[src/rtl/battleship_pkg.sv]
// Shared battleship constants: board geometry, cell codes, colours and screen-state codes.
package battleship_pkg;

  localparam int unsigned CELL_SIZE = 14;
  localparam int unsigned GRID_N    = 10;
  localparam int unsigned BOARD0_X  = 10;
  localparam int unsigned BOARD1_X  = 170;
  localparam int unsigned BOARD_Y   = 50;
  localparam int unsigned SCREEN_W  = 320;
  localparam int unsigned SCREEN_H  = 240;

  localparam int unsigned X_W     = 9;
  localparam int unsigned Y_W     = 8;
  localparam int unsigned RGB_W   = 3;
  localparam int unsigned IDX_W   = 4;
  localparam int unsigned OFS_W   = $clog2(CELL_SIZE);

  typedef enum logic [1:0] {
    CELL_WATER = 2'd0,
    CELL_SHIP  = 2'd1,
    CELL_HIT   = 2'd2,
    CELL_MISS  = 2'd3
  } cell_state_t;

  localparam logic [RGB_W-1:0] COL_BLACK  = 3'b000;
  localparam logic [RGB_W-1:0] COL_BLUE   = 3'b001;
  localparam logic [RGB_W-1:0] COL_WHITE  = 3'b111;
  localparam logic [RGB_W-1:0] COL_RED    = 3'b100;
  localparam logic [RGB_W-1:0] COL_YELLOW = 3'b110;

  // Screen-state codes shared with the screen datapath.
  typedef enum logic [1:0] {
    TITLE      = 2'd0,
    GAME_BOARD = 2'd1,
    GAME_OVER  = 2'd2
  } screen_state_t;

  typedef struct packed {
    logic [X_W-1:0]   x;
    logic [Y_W-1:0]   y;
    logic [RGB_W-1:0] colour;
  } pixel_t;

  function automatic logic [RGB_W-1:0] state_colour(input cell_state_t s);
    case (s)
      CELL_WATER: state_colour = COL_BLUE;
      CELL_SHIP:  state_colour = COL_WHITE;
      CELL_HIT:   state_colour = COL_RED;
      default:    state_colour = COL_YELLOW;
    endcase
  endfunction

endpackage

[src/rtl/cell_pixel_scanner.sv]
// Row-major dx/dy offset counter over one cell; exposes next offsets and a last-pixel flag.
module cell_pixel_scanner
  import battleship_pkg::*;
(
  input  logic             clk_i,
  input  logic             rst_i,
  input  logic             load_i,
  input  logic             en_i,
  output logic [OFS_W-1:0] dx_c_o,
  output logic [OFS_W-1:0] dy_c_o,
  output logic             last_c_o
);

  localparam logic [OFS_W-1:0] OFS_MAX = OFS_W'(CELL_SIZE - 1);

  logic [OFS_W-1:0] dx_q, dx_d;
  logic [OFS_W-1:0] dy_q, dy_d;

  always_comb begin
    dx_d = dx_q;
    dy_d = dy_q;
    if (load_i) begin
      dx_d = '0;
      dy_d = '0;
    end else if (en_i) begin
      if (dx_q == OFS_MAX) begin
        dx_d = '0;
        dy_d = (dy_q == OFS_MAX) ? '0 : dy_q + OFS_W'(1);
      end else begin
        dx_d = dx_q + OFS_W'(1);
      end
    end
  end

  always_ff @(posedge clk_i) begin
    if (rst_i) begin
      dx_q <= '0;
      dy_q <= '0;
    end else begin
      dx_q <= dx_d;
      dy_q <= dy_d;
    end
  end

  assign dx_c_o   = dx_d;
  assign dy_c_o   = dy_d;
  assign last_c_o = (dx_q == OFS_MAX) && (dy_q == OFS_MAX);

endmodule

[src/rtl/board_cell_renderer.sv]
// Paints one battleship grid cell as a CELL_SIZE x CELL_SIZE pixel block, one pixel per clock.
// Define GRID_BORDER_EN to draw the top row and left column of each cell in black.
module board_cell_renderer
  import battleship_pkg::*;
(
  input  logic             CLOCK,
  input  logic             RESET,
  input  logic             START,
  input  logic             board_sel,
  input  logic [IDX_W-1:0] cell_col,
  input  logic [IDX_W-1:0] cell_row,
  input  logic [1:0]       cell_state,
  output logic             busy,
  output logic             done,
  output logic             plot,
  output logic [X_W-1:0]   cell_x_out,
  output logic [Y_W-1:0]   cell_y_out,
  output logic [RGB_W-1:0] cell_colour_out
);

  typedef enum logic [1:0] {IDLE, DRAW, FINISH} state_t;

  state_t         state_q, state_d;
  logic           busy_q, busy_d;
  logic           done_q, done_d;
  logic           plot_q, plot_d;
  pixel_t         pix_q, pix_d;
  logic [X_W-1:0] ox_q, ox_d;
  logic [Y_W-1:0] oy_q, oy_d;
  cell_state_t    cst_q, cst_d;

  logic             scan_load_c, scan_en_c, scan_last_c;
  logic [OFS_W-1:0] dx_nxt_c, dy_nxt_c;
  logic             cell_valid_c, border_c;
  logic [X_W-1:0]   start_ox_c;
  logic [Y_W-1:0]   start_oy_c;

  cell_pixel_scanner u_scanner (
    .clk_i    (CLOCK),
    .rst_i    (RESET),
    .load_i   (scan_load_c),
    .en_i     (scan_en_c),
    .dx_c_o   (dx_nxt_c),
    .dy_c_o   (dy_nxt_c),
    .last_c_o (scan_last_c)
  );

  assign cell_valid_c = (cell_col < IDX_W'(GRID_N)) && (cell_row < IDX_W'(GRID_N));
  assign start_ox_c   = (board_sel ? X_W'(BOARD1_X) : X_W'(BOARD0_X))
                      + X_W'(cell_col) * X_W'(CELL_SIZE);
  assign start_oy_c   = Y_W'(BOARD_Y) + Y_W'(cell_row) * Y_W'(CELL_SIZE);

`ifdef GRID_BORDER_EN
  assign border_c = (dx_nxt_c == '0) || (dy_nxt_c == '0);
`else
  assign border_c = 1'b0;
`endif

  // Next state plus next registered outputs; the pixel is built from the scanner's next offsets.
  always_comb begin
    state_d     = state_q;
    busy_d      = 1'b0;
    done_d      = 1'b0;
    plot_d      = 1'b0;
    pix_d       = pix_q;
    ox_d        = ox_q;
    oy_d        = oy_q;
    cst_d       = cst_q;
    scan_load_c = 1'b0;
    scan_en_c   = 1'b0;
    case (state_q)
      IDLE: begin
        if (START) begin
          if (cell_valid_c) begin
            state_d     = DRAW;
            ox_d        = start_ox_c;
            oy_d        = start_oy_c;
            cst_d       = cell_state_t'(cell_state);
            scan_load_c = 1'b1;
            busy_d      = 1'b1;
            plot_d      = 1'b1;
          end else begin
            state_d = FINISH;
            done_d  = 1'b1;
          end
        end
      end
      DRAW: begin
        if (scan_last_c) begin
          state_d = FINISH;
          done_d  = 1'b1;
        end else begin
          scan_en_c = 1'b1;
          busy_d    = 1'b1;
          plot_d    = 1'b1;
        end
      end
      FINISH:  state_d = IDLE;
      default: state_d = IDLE;
    endcase
    if (plot_d) begin
      pix_d.x      = ox_d + X_W'(dx_nxt_c);
      pix_d.y      = oy_d + Y_W'(dy_nxt_c);
      pix_d.colour = border_c ? COL_BLACK : state_colour(cst_d);
    end
  end

  always_ff @(posedge CLOCK) begin
    if (RESET) begin
      state_q <= IDLE;
      busy_q  <= 1'b0;
      done_q  <= 1'b0;
      plot_q  <= 1'b0;
      pix_q   <= '0;
      ox_q    <= '0;
      oy_q    <= '0;
      cst_q   <= CELL_WATER;
    end else begin
      state_q <= state_d;
      busy_q  <= busy_d;
      done_q  <= done_d;
      plot_q  <= plot_d;
      pix_q   <= pix_d;
      ox_q    <= ox_d;
      oy_q    <= oy_d;
      cst_q   <= cst_d;
    end
  end

  assign busy            = busy_q;
  assign done            = done_q;
  assign plot            = plot_q;
  assign cell_x_out      = pix_q.x;
  assign cell_y_out      = pix_q.y;
  assign cell_colour_out = pix_q.colour;

endmodule
[config.mk]
export PLATFORM = sky130hd
export DESIGN_NAME = board_cell_renderer
export DESIGN_NICKNAME = d
export VERILOG_FILES = /design/src/rtl/battleship_pkg.sv /design/src/rtl/cell_pixel_scanner.sv /design/src/rtl/board_cell_renderer.sv
export SDC_FILE = /design/constraint.sdc
export NUM_CORES = 1
export LEC_CHECK = 0
export CAP_MARGIN = 40
export CORE_UTILIZATION = 40
export CTS_BUF_LIST = sky130_fd_sc_hd__clkbuf_4 sky130_fd_sc_hd__clkbuf_8
export DETAILED_ROUTE_END_ITERATION = 10
export GPL_ROUTABILITY_DRIVEN = 0
export REMOVE_ABC_BUFFERS = 1
export SYNTH_ARGS = -nofsm -noshare
export SYNTH_HDL_FRONTEND = slang
export SYNTH_HIERARCHICAL = 1
export SYNTH_SLANG_ARGS = --single-unit
[constraint.sdc]
create_clock -name CLOCK -period 3.6 [get_ports CLOCK]
set_input_delay 0.36 -clock CLOCK [delete_from_list [all_inputs] [get_ports CLOCK]]
set_output_delay 0.36 -clock CLOCK [all_outputs]
set_load 0.02 [all_outputs]
==> flow_summary.toml, run 1 <==
[logic_synthesis]
synth_area_leaders = "dfxtp_1 (33%), ha_1 (10%), fa_1 (6.4%)"
synth_warnings = 6
ys_seq_area_share_pct = 32.7
async_flop_share_pct = 0
synth_seq_cells = 51
synthDistinctLibCells = 54
syn-mean-instance-area_sq_um = 8.90
ys.flop_type = "dfxtp_1"
synth_top_area_share_pct = 32.7
syn_area_sq_mm = 0.00312
synth_edf_count = 0
synth_top_area_cell = "dfxtp_1"
synthesis.instances = 351

[job]
drv_cap = 0

[final_layout]
nets = 460
final_cell_mix = "dfxtp_1 (51), clkdlybuf4s50_1 (36), buf_4 (32)"
syn_to_final_growth_pct = 24.8
layout-drive-gt1-share_pct = 13.9
seqCellArea_sq_mm = 0.00102
multi_input_area_sq_mm = 0.00196
final_core_util_pct = 52.6
layout_commonest_cell = "dfxtp_1"
fin_area_sq_mm = 0.00390
nFillCells = 694
n_antenna_cell = 0
final_cells = 510

[floorplan]
rows = 31
core-area_sq_mm = 0.00741
die-area_sq_mm = 0.00817
io_pins = 37
start_util_pct = 42.2
die_x_microns = 90.4
die_h_microns = 90.4

[critical_path]
rr_startpoint = "u_scanner/dx_q[1]$_SDFF_PP0_"
cp-endpoint = "cell_x_out[8]$_SDFFE_PP0P_"
crit_chain = "clkdlybuf4s50_1 > fa_1 > ha_1 > fa_1 > xnor2_1 > ha_1 > a21o_1 > o31ai_2 > nand4_1 > o211ai_4 > o2111ai_1 > xor2_1 > a211oi_2"
worstRegToRegCells = 14
critPathMaxFanout = 3
crit_slowest_cell = "fa_1"
worstSetupEndpointType = "flop"
cp_slowest_stage_delay_ns = 0.51
critPathKind = "input port to flop"
cp.depth = 13
required_ns = 3.84
crit_buf_inv = 1
start_kind = "input port"
arrival_ns = 3.63
rr_endpoint = "cell_x_out[8]$_SDFFE_PP0P_"
cp_top_family = "adder cells"
reg2reg_setup_slack_ns = 0.45
crit_start = "cell_col[0]"

[global_routing]
antenna_found_initial = 0
grt_pass1_wl_microns = 11600
grt_max_degree = 32
gr-total-overflow = 0
grt_pass1_vias = 2521
grt_use_total_pct = 17.4

[timing]
tightest_slew_ns = 0.588
grt_setup_unrepaired = "false"
slew_headroom_pct = 60.8
min_period_ns = 3.39
skew_ns = 0.00573
slew_viol_final = 0
fmax_ghz = 0.295
finalHoldViolCount = 0
fin_crit_sh_pct = 94.2
hold-worst-slack_ns = 0.453
setup_viol = 0

[power]
p_per_area_mw_per_mm2 = 391
p_leak_nw = 1.66
ir_drop_mv = 0.141
power.total_mw = 1.53

[detailed_routing]
wirelength_microns = 6460
vias = 2527
post-route-drc-count = 0
ant_nets = 0
via_per_inst = 4.95
dr.pass1.iters = 4
wl_per_cell_microns = 12.7
drt_iter0_drc = 88

[worst_hold_path]
hold_class = "flop to flop"

[place]
dp_hpwl_microns = 5060
placedCellCount = 503
portBuffers = 36
place_area_sq_mm = 0.00379

[cts]
clk_pin_slew_ns = 0.09
cts.sinks = 51
cts_tree = "yes"
numCtsBuffers = 5
root_buffer = "clkbuf_8"
holdBufCountCts = 0
htreeDepth = 2
insertion_delay_ns = 0.31
postCtsSetupRepairBufs = 0
clockBufferDepth = 2
ctsResizeCount = 0

[outcome]
outcome = "completed"
==> synth_stat cells (3+ instances only) <==
library cell	n
mux2i_1	6
clkbuf_1	9
a31oi_1	3
xor2_1	7
nor2b_1	13
fa_1	10
and2_1	4
nor3_1	6
nand3_1	5
a21o_1	6
nand4_1	4
ha_1	25
nor2_1	29
nand2b_1	8
a21oi_1	31
xnor2_1	16
inv_1	19
buf_2	3
o21ai_0	14
a211oi_1	10
nand2_1	27
dfxtp_1	51
o31ai_1	4
==> worst min-delay path by stage <==
stage | slack (ns) | depth (start not counted) | to | start
after floorplan | 0.42 | 1 | cell_x_out[8]$_SDFFE_PP0P_ | RESET
after global placement | 0.44 | 2 | cell_colour_out[0]$_SDFFE_PP0P_ | cell_colour_out[0]$_SDFFE_PP0P_
after detailed placement | 0.44 | 2 | cell_y_out[0]$_SDFFE_PP0P_ | cell_y_out[0]$_SDFFE_PP0P_
after CTS | 0.46 | 2 | cell_y_out[0]$_SDFFE_PP0P_ | cell_y_out[0]$_SDFFE_PP0P_
after global routing | 0.48 | 2 | cell_y_out[4]$_SDFFE_PP0P_ | cell_y_out[4]$_SDFFE_PP0P_
final | 0.45 | 2 | cell_x_out[0]$_SDFFE_PP0P_ | cell_x_out[0]$_SDFFE_PP0P_
==> per-stage QoR <==
stage | TNS (ns) | setup slack (ns)
after floorplan | 0 | 0.350
after global placement | -0.0234 | -0.0234
after detailed placement | -0.212 | -0.127
after CTS | 0 | 0.185
after global routing | 0 | 0.0269
final | 0 | 0.209
==> tightest hold or removal path, delay by kind of cell, from the launching register on <==
family / cells / cell delay [ns]
compound gates: 1 / 0.05
simple gates: 1 / 0.05
flops: 1 / 0.32
==> per-layer routing <==
metal / track usage, % / vias to the layer above / routed length, microns
met2: 29.5 / 31 / 3060
met1: 22.5 / 1169 / 3150
met5: 0 / - / 0
met4: 5.51 / 0 / 87
li1: - / 1321 / -
met3: 3.20 / 6 / 172
==> logic make-up after synthesis <==
| logic type | Yosys count | synth area share (%) |
|---|---|---|
| AOI/OAI and AO/OA | 82 | 17.1 |
| xor gates and xnor gates | 24 | 7.17 |
| adders and majority gates | 35 | 16.4 |
| buffers and inverters | 36 | 4.81 |
| DFF | 51 | 32.7 |
| muxes | 6 | 1.92 |
| and+or+nand+nor | 117 | 19.9 |
==> power by group <==
part	switching, mW	internal (mW)
combinational	0.260	0.242
clock	0.187	0.212
sequential	0.0185	0.606
==> registers in the layout (all words and copies together), names as in the netlist <==
register	count
oy_q	8
plot	1
cell_x_out	9
cst_q	2
state_q	2
cell_y_out	8
u_scanner/dx_q	4
done	1
ox_q	9
cell_colour_out	3
u_scanner/dy_q	4
==> cell type report <==
cell class,count,area share (%)
clock inverter,1,0.770
tap,99,3.18
timing repair buffer,69,15.8
sequential,51,26.2
inverter,20,1.92
clock buffer,6,1.96
multi-input combinational,264,50.2
Note: power is estimated with default switching activity, not from simulation.
==> run 2: changes to the inputs <==
Settings changed: RECOVER_POWER set to 50.
==> flow_summary.toml, run 2 (synthesis results as in run 1) <==
[critical_path]
critPathMaxFanout = 3
crit_chain = "clkdlybuf4s50_1 > fa_1 > ha_1 > fa_1 > xnor2_1 > ha_1 > a21o_1 > o31ai_2 > nand4_1 > o211ai_4 > o2111ai_1 > xor2_1 > a211oi_2"
arrival_ns = 3.63
critPathKind = "input port to flop"
required_ns = 3.84
cp_slowest_stage_delay_ns = 0.51
start_kind = "input port"
crit_slowest_cell = "fa_1"
worstSetupEndpointType = "flop"

[final_layout]
nets = 460
layout-drive-gt1-share_pct = 13.4
n_antenna_cell = 0
final_cell_mix = "dfxtp_1 (51), a21oi_1 (31), buf_4 (30)"
syn_to_final_growth_pct = 24.7
layout_commonest_cell = "dfxtp_1"

[detailed_routing]
dr.pass1.iters = 4
drt_iter0_drc = 93
wl_per_cell_microns = 12.6
via_per_inst = 4.95
post-route-drc-count = 0
vias = 2527
ant_nets = 0
wirelength_microns = 6450

[floorplan]
die_x_microns = 90.4
rows = 31
core-area_sq_mm = 0.00741
io_pins = 37
die-area_sq_mm = 0.00817
start_util_pct = 42.2
die_h_microns = 90.4

[timing]
slew_viol_final = 0
fin_crit_sh_pct = 94.2
finalWorstSetupSlack_ns = 0.208
slew_headroom_pct = 60.5
skew_ns = 0.00580
hold-worst-slack_ns = 0.450
min_period_ns = 3.39
tightest_slew_ns = 0.593
setup_viol = 0
fmax_ghz = 0.295
grt_setup_unrepaired = "false"
finalHoldViolCount = 0

[cts]
numCtsBuffers = 5
clk_pin_slew_ns = 0.09
cts.sinks = 51
cts_tree = "yes"
clockBufferDepth = 2
insertion_delay_ns = 0.31
holdBufCountCts = 0
root_buffer = "clkbuf_8"
htreeDepth = 2

[power]
p_int_mw = 1.05
p_comb_share_pct = 32.5
p_per_area_mw_per_mm2 = 389
p_sw_share_pct = 30.7
p_seq_share_pct = 41.2
pwr-share-clk_pct = 26.3
p_switching_mw = 0.464
ir_drop_mv = 0.141
power.total_mw = 1.51
p_leak_nw = 1.72

[global_routing]
antenna_found_initial = 0
gr-total-overflow = 0
use_met3_pct = 3.20
top_usage_layer = "met2"
grt_max_degree = 32
met1_usage_pct = 22.5
grt_pass1_wl_microns = 11600
grt_use_total_pct = 17.4
grt_pass1_vias = 2521
use_met2_pct = 29.5

[outcome]
outcome = "completed"

[place]
portBuffers = 36
dp_hpwl_microns = 5060
dp_slack_ns = -0.127

[worst_hold_path]
hold_class = "flop to flop"

[job]
drv_cap = 0
[run 2: stage by stage]
stage	setup TNS (ns)	cell area, sq um	utilization [%]	std cells
after global routing	0	3900	52.6	510
after detailed placement	-0.212	3790	51.1	503
after floorplan	0	3050	-	335
after CTS	0	3890	52.6	510
after global placement	-0.0234	3770	50.9	502
final	0	3900	52.6	510
[run 2: final cells by class]
cell class | count | area, sq um
Fill cell | 694 | 3510
Multi-Input combinational cell | 264 | 1960
Sequential cell | 51 | 1020
Timing Repair Buffer | 69 | 612
Tap cell | 99 | 124
Clock buffer | 6 | 76.3
Inverter | 20 | 75.1
Clock inverter | 1 | 30.0
[run 2: power by group through the flow]
stage	combinational, mW	sequential, mW	clock [mW]
floorplan	0.282	0.666	0
global placement	0.491	0.637	0
detailed placement	0.501	0.638	0
CTS	0.503	0.625	0.408
global route	0.556	0.629	0.431
finish	0.493	0.623	0.398
[run 2: timing repair]
action                     in CTS  in global routing
gates resized for setup         0                  1
buffers inserted                0                  0
setup endpoints to repair       0                  1
[run 2: layer usage]
layer / vias to the layer above / wire, microns
li1: 1320 / -
met1: 1172 / 3150
met2: 29 / 3040
met3: 6 / 166
met4: 0 / 87
met5: - / 0
[run 2: final timing paths]
kind	start	to	slack, ns	cells after the start
max reg2reg	u_scanner/dx_q[1]$_SDFF_PP0_	cell_x_out[8]$_SDFFE_PP0P_	0.45	14
min reg2reg	cell_x_out[0]$_SDFFE_PP0P_	cell_x_out[0]$_SDFFE_PP0P_	0.45	2
min	cell_x_out[0]$_SDFFE_PP0P_	cell_x_out[0]$_SDFFE_PP0P_	0.45	2
max	cell_col[0]	cell_x_out[8]$_SDFFE_PP0P_	0.21	13
[run 2: worst max-delay path, delay by kind of cell]
family | cells | cell delay (ns)
adder cells (fa/ha/maj) | 4 | 1.47
AO/OA/AOI/OAI | 5 | 0.80
AND/OR/NAND/NOR | 1 | 0.21
XOR/XNOR | 2 | 0.32
buffers and inverters | 1 | 0.48
==> run 3: changes to the inputs <==
Settings changed: ABC_AREA set to 1, CAP_MARGIN 40 to 20, GPL_ROUTABILITY_DRIVEN 0 to unset.
==> flow_summary.toml, run 3 <==
[outcome]
outcome = "completed"

[cts]
ctsResizeCount = 0
htreeDepth = 2
cts.sinks = 51
postCtsSetupRepairBufs = 0
holdBufCountCts = 0
numCtsBuffers = 5
clk_pin_slew_ns = 0.10
clockBufferDepth = 2
root_buffer = "clkbuf_8"
insertion_delay_ns = 0.31
cts_tree = "yes"

[timing]
min_period_ns = 3.26
tightest_slew_ns = 0.628
slew_viol_final = 0
fin_crit_sh_pct = 90.6
setup_viol = 0
skew_ns = 0.0113
finalWorstSetupSlack_ns = 0.339
fmax_ghz = 0.307
hold-worst-slack_ns = 0.450
grt_setup_unrepaired = "false"
finalHoldViolCount = 0
slew_headroom_pct = 58.1

[logic_synthesis]
yosys.cell_count.top_type = "nand2_1"
synthesis.instances = 452
synthDistinctLibCells = 44
synth_seq_cells = 51
synth_top_area_share_pct = 30.3
synth_area_leaders = "dfxtp_1 (30%), nand2_1 (9.8%), ha_1 (9.3%)"
synth_warnings = 6
syn_area_sq_mm = 0.00337
async_flop_share_pct = 0
synth_top_area_cell = "dfxtp_1"
syn-mean-instance-area_sq_um = 7.45
synth_common_cells = "nand2_1 (88), inv_1 (60), nor2_1 (52)"
synth_edf_count = 0
ys_seq_area_share_pct = 30.3
ys.flop_type = "dfxtp_1"

[detailed_routing]
vias = 2864
via_per_inst = 4.74
drt_iter0_drc = 78
wirelength_microns = 6830
dr.pass1.iters = 5
wl_per_cell_microns = 11.3
ant_nets = 0
post-route-drc-count = 0

[critical_path]
critPathKind = "input port to flop"
critPathMaxFanout = 5
worstSetupEndpointType = "flop"
rr_startpoint = "u_scanner/dx_q[1]$_SDFF_PP0_"
worstRegToRegCells = 19
required_ns = 3.82
reg2reg_setup_slack_ns = 0.61
arrival_ns = 3.49
start_kind = "input port"
rr_endpoint = "cell_y_out[6]$_SDFFE_PP0P_"

[final_layout]
final_core_util_pct = 48.7
syn_to_final_growth_pct = 18.4
nets = 547
n_antenna_cell = 0
seqCellArea_sq_mm = 0.00102
layout_commonest_cell = "nand2_1"
layout-drive-gt1-share_pct = 11.2
final_cell_mix = "nand2_1 (88), inv_1 (60), nor2_1 (52)"
multi_input_area_sq_mm = 0.00200
nFillCells = 839

[worst_hold_path]
hp-start = "oy_q[0]$_SDFF_PP0_"
hold_class = "flop to flop"
hold_path_depth = 2
whs_endpoint = "oy_q[0]$_SDFF_PP0_"

[place]
dp_hpwl_microns = 5140
portBuffers = 36
place.gp.congestion = 0.828
dp_slack_ns = -0.0539

[floorplan]
io_pins = 37
die_h_microns = 93.7
core-area_sq_mm = 0.00818
die-area_sq_mm = 0.00879
start_util_pct = 41.2
rows = 33
die_x_microns = 93.7

[power]
power.total_mw = 1.51
ir_drop_mv = 0.145
p_per_area_mw_per_mm2 = 378
p_leak_nw = 1.99

[global_routing]
grt_pass1_wl_microns = 12100
gr-total-overflow = 0
grt_use_total_pct = 17.4
antenna_found_initial = 0
grt_pass1_vias = 2730
grt_max_degree = 31

[job]
drv_cap = 0
==> run 3: layout make-up <==
cell class	count	share of cell area, %
Clock buffer	5	1.73
Clock inverter	3	0.597
Inverter	65	6.19
Multi-Input combinational cell	323	50.1
Sequential cell	51	25.6
Tap cell	105	3.30
Timing Repair Buffer	52	12.5
==> run 3: per-stage QoR <==
stage	cell area [sq um]	std cells	setup TNS [ns]
2_1_floorplan	3280	439	0
3_3_place_gp	3910	596	0
3_5_place_dp	3910	596	-0.0539
4_1_cts	4000	604	0
5_1_grt	3990	604	0
6_report	3990	604	0
==> run 3: worst max-delay path by stage <==
stage	start	end	slack (ns)
detailed placement	cell_col[1]	cell_x_out[8]$_SDFFE_PP0P_	-0.05
finish	cell_col[0]	cell_x_out[8]$_SDFFE_PP0P_	0.34
floorplan	cell_col[0]	cell_x_out[8]$_SDFFE_PP0P_	0.70
global placement	cell_col[1]	cell_x_out[8]$_SDFFE_PP0P_	0.05
CTS	cell_col[1]	cell_x_out[8]$_SDFFE_PP0P_	0.27
global route	cell_col[0]	cell_x_out[8]$_SDFFE_PP0P_	0.04
==> run 3: power breakdown <==
group | internal [mW] | total [mW] | switching [mW]
registers | 0.614 | 0.634 | 0.0200
clock network | 0.140 | 0.352 | 0.213
logic | 0.212 | 0.521 | 0.309
total | 0.965 | 1.51 | 0.542
==> run 3: kinds of logic after synthesis <==
group	share of synthesized area, %
compound gates	10.3
flops	30.3
fa+ha+maj	15.2
mux	0.297
buf+inv	9.74
simple gates	29.9
xor+xnor	4.16
==> run 3: critical path, cell delays in order <==
cell             delay [ns]
clkdlybuf4s50_1        0.45
fa_1                   0.51
ha_1                   0.24
fa_1                   0.41
xnor2_1                0.14
ha_1                   0.33
nand2_1                0.05
nand3b_1               0.15
nand2_1                0.08
inv_1                  0.04
nand2_1                0.05
nand2_1                0.05
nand2_1                0.07
nand2_1                0.11
nor2_1                 0.15
nand2_1                0.06
nand2_1                0.06
nand3_1                0.06
nand2_1                0.08
inv_1                  0.03
==> run 3: routing by layer <==
| metal | vias to the layer above | track usage [%] | wire, microns | part of all wire, % |
|---|---|---|---|---|
| met5 | - | 0 | 0 | 0 |
| met4 | 0 | 6.15 | 118 | 1.7 |
| met3 | 10 | 2.02 | 211 | 3.1 |
| met2 | 42 | 29.9 | 3160 | 46 |
| met1 | 1295 | 22.3 | 3340 | 49 |
| li1 | 1517 | - | - | - |
